--- src/rtl/cam_frame_reader.sv ---
// Streams one stored camera frame from the capture RAM to a valid/ready sink.
// Define CAM_PIXCNT_EN to add a per-frame popcount of the streamed words.
module cam_frame_reader #(
    parameter int ADDR_W     = 13,
    parameter int NUM_WORDS  = 2400,
    parameter int FIFO_DEPTH = 4
) (
    input  logic              HCLK,
    input  logic              HRESET,
    input  logic              start,
    input  logic              abort,
    output logic              busy,
    output logic              done,
    output logic              cap_req,
    input  logic              cap_ready,
    output logic [ADDR_W-1:0] ram_raddr,
    input  logic [31:0]       ram_rdata,
    output logic [31:0]       m_data,
    output logic              m_valid,
    input  logic              m_ready,
    output logic              m_last
`ifdef CAM_PIXCNT_EN
    ,
    output logic [ADDR_W+5:0] pix_count,
    output logic              pix_count_valid
`endif
);

    localparam int PTR_W = (FIFO_DEPTH > 1) ? $clog2(FIFO_DEPTH) : 1;
    localparam int CNT_W = PTR_W + 1;
    localparam int OCC_W = CNT_W + 1;
    localparam logic [ADDR_W-1:0] LAST_ADDR = ADDR_W'(NUM_WORDS - 1);

    typedef enum logic [2:0] {
        S_IDLE,
        S_REQ,
        S_READ,
        S_DRAIN,
        S_REL
    } state_t;

    state_t state, state_next;

    logic [31:0]      fifo_data [FIFO_DEPTH];
    logic             fifo_last [FIFO_DEPTH];
    logic [PTR_W-1:0] wr_ptr, rd_ptr;
    logic [CNT_W-1:0] count;
    logic             inflight;
    logic             inflight_last;
    logic             aborted;

    logic             active;
    logic             flush;
    logic             pop;
    logic             push;
    logic             issue;
    logic             read_entry;
    logic             done_set;
    logic [OCC_W-1:0] occupancy;

    assign active     = (state == S_REQ) || (state == S_READ) || (state == S_DRAIN);
    assign flush      = active && abort;
    assign pop        = m_valid && m_ready;
    assign push       = inflight && !flush;
    assign read_entry = (state == S_REQ) && cap_ready && !abort;
    assign done_set   = (state == S_REL) && !cap_ready && !aborted;

    // Count the word still in the RAM pipeline so a full FIFO can never be overrun,
    // while a same-cycle pop frees a slot for back-to-back streaming.
    assign occupancy = OCC_W'(count) + OCC_W'(inflight) - OCC_W'(pop);
    assign issue     = (state == S_READ) && !abort && (occupancy < OCC_W'(FIFO_DEPTH));

    assign busy    = (state != S_IDLE);
    assign cap_req = active;
    assign m_valid = (count != '0);
    assign m_data  = m_valid ? fifo_data[rd_ptr] : '0;
    assign m_last  = m_valid && fifo_last[rd_ptr];

    always_comb begin
        state_next = state;
        case (state)
            S_IDLE: begin
                if (start) state_next = S_REQ;
            end
            S_REQ: begin
                if (abort)          state_next = S_REL;
                else if (cap_ready) state_next = S_READ;
            end
            S_READ: begin
                if (abort)                                state_next = S_REL;
                else if (issue && ram_raddr == LAST_ADDR) state_next = S_DRAIN;
            end
            S_DRAIN: begin
                if (abort)                           state_next = S_REL;
                else if (!inflight && count == '0)   state_next = S_REL;
            end
            S_REL: begin
                if (!cap_ready) state_next = S_IDLE;
            end
            default: state_next = S_IDLE;
        endcase
    end

    always_ff @(posedge HCLK) begin
        if (HRESET) begin
            state         <= S_IDLE;
            ram_raddr     <= '0;
            inflight      <= 1'b0;
            inflight_last <= 1'b0;
            wr_ptr        <= '0;
            rd_ptr        <= '0;
            count         <= '0;
            aborted       <= 1'b0;
            done          <= 1'b0;
        end else begin
            state <= state_next;
            done  <= done_set;

            if (state == S_IDLE && start) aborted <= 1'b0;
            else if (flush)               aborted <= 1'b1;

            if (read_entry)                             ram_raddr <= '0;
            else if (issue && ram_raddr != LAST_ADDR)   ram_raddr <= ram_raddr + ADDR_W'(1);

            // issue is already blocked by abort, so a flush also empties the RAM pipeline
            inflight      <= issue;
            inflight_last <= issue && (ram_raddr == LAST_ADDR);

            if (flush) begin
                wr_ptr <= '0;
                rd_ptr <= '0;
                count  <= '0;
            end else begin
                if (push) wr_ptr <= wr_ptr + PTR_W'(1);
                if (pop)  rd_ptr <= rd_ptr + PTR_W'(1);
                count <= count + CNT_W'(push) - CNT_W'(pop);
            end
        end
    end

    always_ff @(posedge HCLK) begin
        if (push) begin
            fifo_data[wr_ptr] <= ram_rdata;
            fifo_last[wr_ptr] <= inflight_last;
        end
    end

`ifdef CAM_PIXCNT_EN
    localparam int PIX_W = ADDR_W + 6;

    always_ff @(posedge HCLK) begin
        if (HRESET) begin
            pix_count       <= '0;
            pix_count_valid <= 1'b0;
        end else begin
            if (read_entry) pix_count <= '0;
            else if (pop)   pix_count <= pix_count + PIX_W'($countones(m_data));

            if (state == S_IDLE && start) pix_count_valid <= 1'b0;
            else if (done_set)            pix_count_valid <= 1'b1;
        end
    end
`endif

endmodule

--- config.mk ---
export PLATFORM = sky130hd
export DESIGN_NAME = cam_frame_reader
export DESIGN_NICKNAME = d
export VERILOG_FILES = /design/src/rtl/cam_frame_reader.sv
export SDC_FILE = /design/constraint.sdc
export NUM_CORES = 1
export LEC_CHECK = 0
export CAP_MARGIN = 20
export CORE_MARGIN = 4
export CORE_UTILIZATION = 45
export CTS_CLUSTER_DIAMETER = 80
export DETAILED_ROUTE_END_ITERATION = 10
export GPL_ROUTABILITY_DRIVEN = 0
export PLACE_DENSITY = 0.7
export SETUP_SLACK_MARGIN = 0.1
export SYNTH_ARGS = -nofsm -noshare
export SYNTH_HDL_FRONTEND = slang
export SYNTH_SLANG_ARGS = --single-unit
--- constraint.sdc ---
create_clock -name HCLK -period 2.7 [get_ports HCLK]
set_input_delay 0.405 -clock HCLK [delete_from_list [all_inputs] [get_ports HCLK]]
set_output_delay 0.405 -clock HCLK [all_outputs]
set_load 0.005 [all_outputs]
==> impl_metrics.yaml <==
global_routing:
  overflow: 0
  grt_max_degree: 36
  antenna_found_initial: 0
  grt_pass1_vias: 4026
  track_usage: 0.1713
  grt_pass1_wl_um: 21470
critical_path:
  crit_path_start_kind: "flip-flop"
  cpPeakStageDelay_ps: 470
  cp_max_fo: 6
  crit_top_cell: "ha_4"
  cp_num_buf_inv: 1
  crit_chain: "or3_4, and2_4, ha_4, inv_2, ha_4, and3b_4, or4_4, a2111o_1, or3_1, a21oi_2"
  crit_slowest_cell: "or4_4"
  worstPathRequired_ps: 3050
  critPathCaptureType: "flip-flop"
  critPathTopFamily: "simple AND/OR/NAND/NOR gates"
  path_class: "reg -> reg"
  crit_arrival_ps: 3220
timing:
  finalSetupViolations: 9
  finalCriticalPeriod_ps: 2869
  fin_skew_ps: 5.001
  worst_pin_slew_ps: 519.5
  rsz0062_at_grt: "yes"
  slew_headroom: 0.6488
  final_max_slew_viol_count: 0
  period_share: 1.063
  timing.hold.ws_ps: 455.1
  hold_viol_final: 0
  setup_ws_ps: -168.8
  clock.fmax_ghz: 0.3486
detailed_routing:
  ant_nets: 0
  via_per_inst: 5.410
  drc: 0
  via_count: 3836
  wl_um: 13440
  drt-pass1-iter-count: 4
  wl_per_cell_um: 18.96
  drtIter0Drc: 214
logic_synthesis:
  synthFlopType: "edfxtp_1"
  yosys_register_bits: 161
  netlist_area_mm2: 0.006531
  ys_types: 47
  synth-async-reset-ratio: 0
  synth-edff-count: 132
  avgSynthCellArea_um2: 16.53
  syn_nets: 444
  ys_seq_area_frac: 0.6958
  synth-warning-count: 0
  synthCells: 395
cts:
  clockRootBuffer: "clkbuf_16"
  cts_tree: "yes"
  cts_sinks: 161
  path_clk_slew_ps: 60
  cts.hold.buffers_added: 0
  cts_buffer_depth: 2
  numCtsBuffers: 17
  htree_levels: 4
  insertion_delay_ps: 420
pwr:
  powerDensity_mw_per_mm2: 925.7
  power_mw: 8.107
  leakage_nw: 2.994
  ir_drop_v: 0.0004832
floorplanning:
  rows: 43
  die-area_mm2: 0.01651
  coreArea_mm2: 0.01404
  die_y_um: 128.5
  ioPinCount: 88
  start_util: 0.4651
  die_x_um: 128.5
placed_design:
  placed_cell_area_mm2: 0.007810
  post-dp-hpwl_um: 7948
  dp.cells: 661
  portBuffers: 87
status:
  status: "finished with violations"
  violations: "negative setup slack"
cells_and_area:
  n_fill_cell: 1026
  layout.cells.non_filler: 709
  drive_above_1_share: 0.2287
  antennaDiodeCount: 0
  final_util: 0.6237
  final_area_mm2: 0.008758
  area_delta_synth_final_pct: 34.10
  nNetsFinal: 565
min_path:
  hold_path.class: "reg -> reg"
job:
  cap_violations: 0
registers in the layout, summed over array words and instances, names as in the netlist, named ones only:
register	cells
inflight	1
rd_ptr	2
count	3
fifo_last	4
wr_ptr	2
done	1
ram_raddr	13
aborted	1
inflight_last	1
fifo_data	128
state	3
kinds of logic after synthesis:
logic type	count (synthesis)	synth area share
buffers and inverters	33	0.02088
XOR/XNOR	5	0.006706
AO/OA/AOI/OAI	41	0.03697
AND/OR/NAND/NOR	110	0.1021
flip-flops	161	0.6958
multiplexers	34	0.1153
adder cells (fa/ha/maj)	11	0.02222
final cells by class:
| type | count | area (um2) | area share |
|---|---|---|---|
| well taps | 180 | 225.2 | 0.02571 |
| inverters | 12 | 45.04 | 0.005143 |
| clock buffers | 23 | 478.0 | 0.05457 |
| repair buffers | 123 | 1305 | 0.1490 |
| flip-flops and latches | 161 | 4551 | 0.5196 |
| clock inverters | 9 | 203.9 | 0.02329 |
| multi-input cells | 201 | 1951 | 0.2227 |
synthesized netlist by cell type, drive strengths merged, types with 4 or more instances:
library cell | n | area, um2
nand2 | 6 | 22.52
or3 | 10 | 62.56
nor2 | 17 | 63.81
ha | 10 | 125.1
a21oi | 16 | 80.08
or4 | 5 | 37.54
clkbuf | 16 | 60.06
nand4 | 4 | 25.02
o21ai | 12 | 60.05
buf | 5 | 31.28
mux4 | 33 | 743.2
nand3 | 5 | 25.02
and2 | 39 | 244.0
inv | 12 | 45.04
dfxtp | 29 | 580.6
edfxtp | 132 | 3964
metrics by stage:
stage / TNS, ps / worst slack [ps]
floorplan: -623.0 / -219.3
global placement: -1539 / -312.6
detailed placement: -2345 / -405.1
CTS: -974.1 / -156.4
global route: -2009 / -239.0
finish: -1084 / -168.8
where the power goes:
part / leakage (nW) / internal [mW] / total [mW] / switching (mW)
sequential: 1.42 / 2.78 / 2.88 / 0.104
clock: 0.324 / 1.81 / 2.72 / 0.913
combinational: 1.25 / 1.46 / 2.50 / 1.04
repair_timing:
| item | 4_1_cts | 5_1_grt |
|---|---|---|
| pin swaps | 25 | 7 |
| endpoints found under the setup margin | 38 | 24 |
| gates cloned | 2 | 0 |
| gates resized for setup | 38 | 10 |
| buffers inserted | 10 | 6 |
final timing paths:
path                                      startpoint  slack, ps                          to  cells past startpoint
worst max-delay path             count[0]$_SDFF_PP0_       -170  ram_raddr[12]$_SDFFE_PP0P_                     10
worst min-delay path            aborted$_SDFFE_PP0P_        460             done$_SDFF_PP0_                      1
worst max register to register   count[0]$_SDFF_PP0_       -170  ram_raddr[12]$_SDFFE_PP0P_                     10
worst min register to register  aborted$_SDFFE_PP0P_        460             done$_SDFF_PP0_                      1
per-layer routing:
layer  vias to the layer above  global-route usage  share of wire
met5                         -                   0              0
li1                       1778                   -              -
met3                        15             0.04691          0.050
met4                         0             0.05993          0.012
met2                        98              0.2740           0.51
met1                      1945              0.2278           0.43
cells in the final DEF, fill, tap and decap left out, drive strengths merged, types with 3 or more instances in the layout:
master,count
dlygate4sd2,16
dlymetal6s2s,4
buf,36
xnor2,3
clkdlybuf4s50,67
o31ai,3
nand4,4
bufinv,6
nand3,5
nand2,6
inv,12
nor2b,3
or3,10
edfxtp,132
or4,5
a21oi,16
mux4,33
ha,10
o21ai,12
and2,39
dfxtp,29
clkbuf,23
nor2,17
nor4b,3
Note: power is estimated with default switching activity, not from simulation.
